[config.mk]
export PLATFORM = sky130hd
export DESIGN_NAME = mag_cmp_bist
export DESIGN_NICKNAME = d
export VERILOG_FILES = /design/src/rtl/mag_cmp_bist.sv
export SDC_FILE = /design/constraint.sdc
export NUM_CORES = 1
export LEC_CHECK = 0
export CAP_MARGIN = 10
export CELL_PAD_IN_SITES_DETAIL_PLACEMENT = 1
export CELL_PAD_IN_SITES_GLOBAL_PLACEMENT = 2
export CORE_ASPECT_RATIO = 0.5
export CORE_MARGIN = 3
export CORE_UTILIZATION = 28
export CTS_BUF_LIST = sky130_fd_sc_hd__clkbuf_16
export DETAILED_ROUTE_END_ITERATION = 8
export PLACE_DENSITY_LB_ADDON = 0.1
export SYNTH_ARGS = -nofsm -noshare
export SYNTH_HDL_FRONTEND = slang
export SYNTH_SLANG_ARGS = --single-unit
[constraint.sdc]
create_clock -name clk -period 2.25 [get_ports clk]
set_input_delay 0.45 -clock clk [delete_from_list [all_inputs] [get_ports clk]]
set_output_delay 0.45 -clock clk [all_outputs]
set_load 0.02 [all_outputs]
[src/rtl/mag_cmp_bist.sv]
// Exhaustive BIST sequencer for a 3-bit magnitude comparator: sweeps all 64 {a,b} pairs and counts bad responses.
// Define MAG_BIST_STOP_EN to end the sweep at the first mismatching vector.
module mag_cmp_bist #(
    parameter int LAT = 1
) (
    input  logic       clk,
    input  logic       rst,
    input  logic       start,
    output logic [2:0] a_out,
    output logic [2:0] b_out,
    input  logic       ya_in,
    input  logic       yb_in,
    input  logic       ye_in,
    output logic       busy,
    output logic       done,
    output logic       pass,
    output logic [6:0] err_cnt,
    output logic [5:0] first_fail
);

    localparam logic [2:0] S_IDLE  = 3'd0;
    localparam logic [2:0] S_DRIVE = 3'd1;
    localparam logic [2:0] S_WAIT  = 3'd2;
    localparam logic [2:0] S_CHECK = 3'd3;
    localparam logic [2:0] S_DONE  = 3'd4;

`ifdef MAG_BIST_STOP_EN
    localparam bit STOP_ON_FAIL = 1'b1;
`else
    localparam bit STOP_ON_FAIL = 1'b0;
`endif

    logic [2:0] state_reg, state_next;
    logic [5:0] idx_reg, idx_next;
    logic [5:0] vec_reg, vec_next;
    logic [1:0] wait_reg, wait_next;
    logic [6:0] err_reg, err_next;
    logic [5:0] ff_reg, ff_next;
    logic [2:0] exp_resp;
    logic       mismatch;

    // vec_reg is loaded on entry to DRIVE so the operands hold steady through CHECK
    always_comb begin
        exp_resp = {vec_reg[5:3] > vec_reg[2:0],
                    vec_reg[5:3] < vec_reg[2:0],
                    vec_reg[5:3] == vec_reg[2:0]};
        mismatch = ({ya_in, yb_in, ye_in} != exp_resp);
    end

    always_comb begin
        state_next = state_reg;
        idx_next   = idx_reg;
        vec_next   = vec_reg;
        wait_next  = wait_reg;
        err_next   = err_reg;
        ff_next    = ff_reg;
        case (state_reg)
            S_IDLE, S_DONE: begin
                if (start) begin
                    idx_next   = 6'd0;
                    vec_next   = 6'd0;
                    err_next   = 7'd0;
                    ff_next    = 6'd0;
                    state_next = S_DRIVE;
                end
            end
            S_DRIVE: begin
                wait_next  = 2'd0;
                state_next = (LAT == 1) ? S_CHECK : S_WAIT;
            end
            S_WAIT: begin
                if (int'(wait_reg) >= LAT - 2) begin
                    state_next = S_CHECK;
                end else begin
                    wait_next = wait_reg + 2'd1;
                end
            end
            S_CHECK: begin
                if (mismatch) begin
                    err_next = err_reg + 7'd1;
                    if (err_reg == 7'd0) begin
                        ff_next = idx_reg;
                    end
                end
                if (idx_reg == 6'd63 || (STOP_ON_FAIL && mismatch)) begin
                    state_next = S_DONE;
                end else begin
                    idx_next   = idx_reg + 6'd1;
                    vec_next   = idx_reg + 6'd1;
                    state_next = S_DRIVE;
                end
            end
            default: state_next = S_IDLE;
        endcase
    end

    always_ff @(posedge clk) begin
        if (rst) begin
            state_reg <= S_IDLE;
            idx_reg   <= 6'd0;
            vec_reg   <= 6'd0;
            wait_reg  <= 2'd0;
            err_reg   <= 7'd0;
            ff_reg    <= 6'd0;
        end else begin
            state_reg <= state_next;
            idx_reg   <= idx_next;
            vec_reg   <= vec_next;
            wait_reg  <= wait_next;
            err_reg   <= err_next;
            ff_reg    <= ff_next;
        end
    end

    assign a_out      = vec_reg[5:3];
    assign b_out      = vec_reg[2:0];
    assign busy       = (state_reg == S_DRIVE) || (state_reg == S_WAIT) || (state_reg == S_CHECK);
    assign done       = (state_reg == S_DONE);
    assign pass       = done && (err_reg == 7'd0);
    assign err_cnt    = err_reg;
    assign first_fail = ff_reg;

endmodule

Word-level counts from Yosys, hierarchy flattened
Cells that the tools add are included.
- reductions and logical operators: 11
- order comparisons: 2
- add/subtract/negate cells: 2
- muxes and demuxes: 12
- eq/ne operators: 11
- operator list (operator ; number):
    $mux W6 ; 4
    $pmux W6 S2 ; 2
    $mux W7 ; 2
    $pmux W7 S2 ; 1
    $pmux W3 S3 ; 1
    $ne A2 B2 Y1 const B ; 4
    $add A7 B1 Y7 const B ; 1
    $logic_not A7 Y1 ; 1
    $add A6 B1 Y6 const B ; 1
    $eq A3 B2 Y1 const B ; 2
    $eq A6 B6 Y1 const B ; 1
    $mux W3 ; 2
    $reduce_and A3 Y1 ; 2
    $reduce_and A4 Y1 ; 1
    $reduce_or A2 Y1 ; 2
    $eq A3 B1 Y1 const B ; 1
    $eq A3 B3 Y1 ; 1
    $eq A3 B3 Y1 const B ; 1
    $gt A3 B3 Y1 ; 1
    $logic_not A3 Y1 ; 1
    $lt A3 B3 Y1 ; 1
    $ne A3 B3 Y1 ; 1
    $logic_or A1 B1 Y1 ; 2
    $reduce_bool A2 Y1 ; 1
    $logic_and A1 B1 Y1 ; 1
- output and inout bits: 22
- register bits: 22
- input bits: 6

Logic depth before layout (Yosys ltp)
- depth after elaboration: 4
- mapped depth: 8
- gate-level depth less buffers: 8

Worst setup path after synthesis
No wires, ideal clock.
- path kind: reg-to-reg
- from: register vec_reg[2]
- to: register err_reg[3] (netlist: err_cnt[3])
- path slack: 0.037 ns
- library setup time: 0.074 ns
- cell stages (with the launch flop): 9
- buffers on the path: 0
- arrival: 2.138 ns
- cells stage by stage: dfxtp_1 -> inv_1 -> ha_1 -> nand3b_1 -> nand2_2 -> mux2i_4 -> nand2_4 -> or4_1 -> a31oi_1
- longest elaborated chain between the ends: 4
- ends and longest elaborated chain (item ; line ; RTL):
    from (decl) ; 35 ; logic [5:0] vec_reg, vec_next;
    from (signal assigned) ; 108 ; vec_reg <= vec_next;
    $lt A3 B3 Y1 (tied with other cells) ; 45 ; vec_reg[5:3] < vec_reg[2:0],
    $ne A3 B3 Y1 * ; 47 ; mismatch = ({ya_in, yb_in, ye_in} != exp_resp);
    $ne A2 B2 Y1 (no line) * ; - ;
    $reduce_and A3 Y1 (no line) * ; - ;
    to (signal assigned) ; 110 ; err_reg <= err_next;
    to (decl) ; 37 ; logic [6:0] err_reg, err_next;
Mark *: on every way between the ends. The rest lies on a longest branch, timed or not.
A chain may end at the register's enable or synchronous reset.

Worst setup path after layout
- from: register vec_reg[1]
- to: register err_reg[4] (netlist: err_cnt[4])
Same word-level chain as after synthesis.

==> results.md <==
* Status: finished, final reports clean
* Crit path capture type: flop
* Top post-synthesis cells by area: dfxtp_1, nand2_1, ha_1, a21oi_1, mux2i_1
* Worst hold path class: reg2reg
* First-pass DRT Iterations at 4
* Finished Cell Area at 1850 sq um
* Biggest cell delay along the critical path at 0.52 ns
* Final setup vio count at 0
* ANT cells at 0
* Startpoint types: flop
* Synth Register Bits at 22
* Syn avg cell area at 8.17 sq um
* Area of the multi-input gates at 785 sq um
* Placement Rows at 16
* Slew Limit Fails at 0
* CTS root buf: clkbuf_16
* Total global-route track usage at 15.0%
* Routed WL at 3760 microns
* Layout area overhead at 48.3%
* Slew @ Worst Pin at 0.519 ns
* Syn Nets at 165
* Post-route ant nets at 0
* TritonCTS clock tree: built
* FF-to-FF Start: vec_reg[1]$_SDFFE_PP0P_
* Fraction of layout cells with a size suffix above 1 at 15.4%
* Worst relative slew slack at 65.0%
* Number of synthesized flops with an enable pin at 0
* Cts hold-fix bufs at 0
* Register area at 440 sq um
* Min cycle time layout at 2.14 ns
* Post-DP Area at 1720 sq um
* Pwr per Cell Area at 643 nW/um^2
* Die height at 53.2 microns
* Post-DP HPWL at 2830 microns
* Fmax at 468 MHz
* Peak supply drop at 333 uV
* Die width at 100 microns
* Sinks on Clock Net at 22
* Clock Latency Late Sink at 0.26 ns
* Largest net degree at the start of global routing at 14
* Reg power frac at 35.2%
* Vias in the first global route at 1307
* Final non-filler cell total at 255
* Ys Warns at 0
* Pint at 869 uW
* Sw frac at 27.1%
* Clk buf depth at 2
* # IOs at 28
* Iter 0 DRT Violations at 19
* Nets at 214
* Num CTS Buffers at 3
* Clock power share at 42.8%
* Reg clk slew, reported paths at 0.06 ns
* Starting density of the core at 30.6%
* Final Hold Viols at 0
* Detailed-route DRC error count at 0
* H-tree depth at 1
* Hold Crit Endpoint: first_fail[0]$_SDFFE_PP0P_
* Hold path start: first_fail[0]$_SDFFE_PP0P_
* Largest register FFs at 7
* Seq/Total Area, Yosys at 35.2%
* Critical path's slowest cell: or4_1
* Finished Core Util at 45.4%
* Gr ovfl total at 0
* FF-to-FF setup slack at 0.11 ns
* Antenna violations before repair at 0
* DR vias/cell at 5.06
* Predominant post-synthesis flop cell: dfxtp_1
* WP data required at 2.43 ns
* Share of Yosys cell area claimed by the top area cell type at 35.2%
* Cell taking the most area after synthesis: dfxtp_1
* Crit path DAT at 2.32 ns
* Crit path kind: reg2reg
* R2R depth at 8
* Layout filler cell count at 508
* Die footprint at 5350 sq um
* Total core area at 4080 sq um
* Skew final at 0.00105 ns
* Hold Crit Depth at 2
* Max Cap Viol at 0
* Cells along the critical path: inv_1 > ha_1 > nand3b_1 > and2_2 > mux2_4 > nand2_4 > or4_1 > a31oi_1
* Placer Congestion at 0.778
* First-pass GRT wire length at 6290 microns
* Post-Syn Instances at 153
* Leakage at 0.684 nW
* Total design power at 1.19 mW
* Asr flop ratio synth at 0%
* Comb power frac at 22.0%
* Port Buffers at 27
* Yosys cell types at 35
* Vias post-DR at 1291
* Final Cycle Share at 95.1%
* Placed Cells at 249
* Synth Cell Area at 1250 sq um
* Psw at 323 uW
* R2r endpoint: err_cnt[4]$_SDFFE_PP0P_
* Crit-path max FO at 6
* WL/cell at 14.7 microns
-- per-stage QoR --
| stage | hold slack [ns] | TNS, ns | setup WS (ns) |
|---|---|---|---|
| final | 0.462 | 0 | 0.111 |
| after global placement | 0.444 | 0 | 0.0266 |
| after floorplan | 0.448 | 0 | 0.0374 |
| after detailed placement | 0.454 | -0.0829 | -0.0465 |
| after global routing | 0.493 | -0.00552 | -0.00552 |
| after CTS | 0.463 | 0 | 0.0415 |
-- worst max-delay path by stage --
stage	from	end	slack [ns]	cells after the start
floorplan	vec_reg[2]$_SDFFE_PP0P_	err_cnt[3]$_SDFFE_PP0P_	0.04	8
global placement	yb_in	err_cnt[3]$_SDFFE_PP0P_	0.03	7
detailed placement	yb_in	err_cnt[4]$_SDFFE_PP0P_	-0.05	7
CTS	vec_reg[2]$_SDFFE_PP0P_	err_cnt[4]$_SDFFE_PP0P_	0.04	8
global route	vec_reg[3]$_SDFFE_PP0P_	err_cnt[3]$_SDFFE_PP0P_	-0.006	9
finish	vec_reg[1]$_SDFFE_PP0P_	err_cnt[4]$_SDFFE_PP0P_	0.11	8
-- synth_stat cells (all sizes together) (3+ instances only) --
cell type	n
nor2	13
dfxtp	22
inv	8
a21oi	13
ha	6
o21ai	5
mux2i	7
nand2	26
nor3	6
nand3b	5
nor4	3
nand4	6
o211ai	3
a31oi	6
xnor2	3
nand3	3
-- power groups by stage --
stage | Sequential (mW) | Clock (mW) | Combinational, mW
after global routing | 0.424 | 0.541 | 0.286
final | 0.420 | 0.510 | 0.262
after floorplan | 0.433 | 0 | 0.140
after global placement | 0.429 | 0 | 0.256
after CTS | 0.420 | 0.522 | 0.260
after detailed placement | 0.429 | 0 | 0.257
-- worst max-delay path, delay by kind of cell (launching register included) --
kind / cells / cell delay, ns
buffers and inverters: 1 / 0.05
adders and majority gates: 1 / 0.31
AOI/OAI and AO/OA: 1 / 0.15
DFF: 1 / 0.35
muxes: 1 / 0.26
and+or+nand+nor: 4 / 0.93
-- final cells by class --
cell class / count / share of cell area, %
timing repair buffer: 46 / 23.0
tap: 54 / 3.64
multi-input combinational: 121 / 42.3
sequential: 22 / 23.8
clock inverter: 1 / 1.62
clock buffer: 3 / 4.05
inverter: 8 / 1.62
-- kinds of logic (layout without fill, tap and decap cells) --
| logic type | after synthesis | in the layout | synth area share [%] |
|---|---|---|---|
| compound gates | 31 | 31 | 14.9 |
| xor+xnor | 3 | 3 | 2.10 |
| buf+inv | 10 | 58 | 3.00 |
| mux | 8 | 8 | 7.81 |
| fa+ha+maj | 6 | 6 | 6.01 |
| simple gates | 73 | 73 | 30.9 |
| flops | 22 | 22 | 35.2 |
-- metal layers --
| layer | global-route usage [%] | wire [microns] | vias up |
|---|---|---|---|
| met5 | 0 | 0 | - |
| met4 | 0.671 | 12 | 0 |
| met3 | 4.61 | 111 | 2 |
| met2 | 25.5 | 1670 | 17 |
| met1 | 19.8 | 1960 | 620 |
| li1 | - | - | 652 |
-- timing repair --
action / 4_1_cts / 5_1_grt
setup endpoints to repair: 1 / 5
gates resized for setup: 1 / 2
buffers inserted: 0 / 2
-- cell usage in the layout (no fill, tap or decap), types with 4 or more instances in the layout --
cell type / Yosys / routed
clkdlybuf4s50_1: 0 / 25
nand2_1: 24 / 24
dfxtp_1: 22 / 22
buf_4: 0 / 18
nor2_1: 13 / 13
a21oi_1: 12 / 12
inv_1: 8 / 8
a31oi_1: 6 / 6
nand4_1: 6 / 6
mux2i_1: 6 / 6
nand3b_1: 5 / 5
nor3_1: 5 / 5
ha_1: 6 / 5
o21ai_1: 4 / 4
No activity file was read; power rests on OpenSTA's default activity.
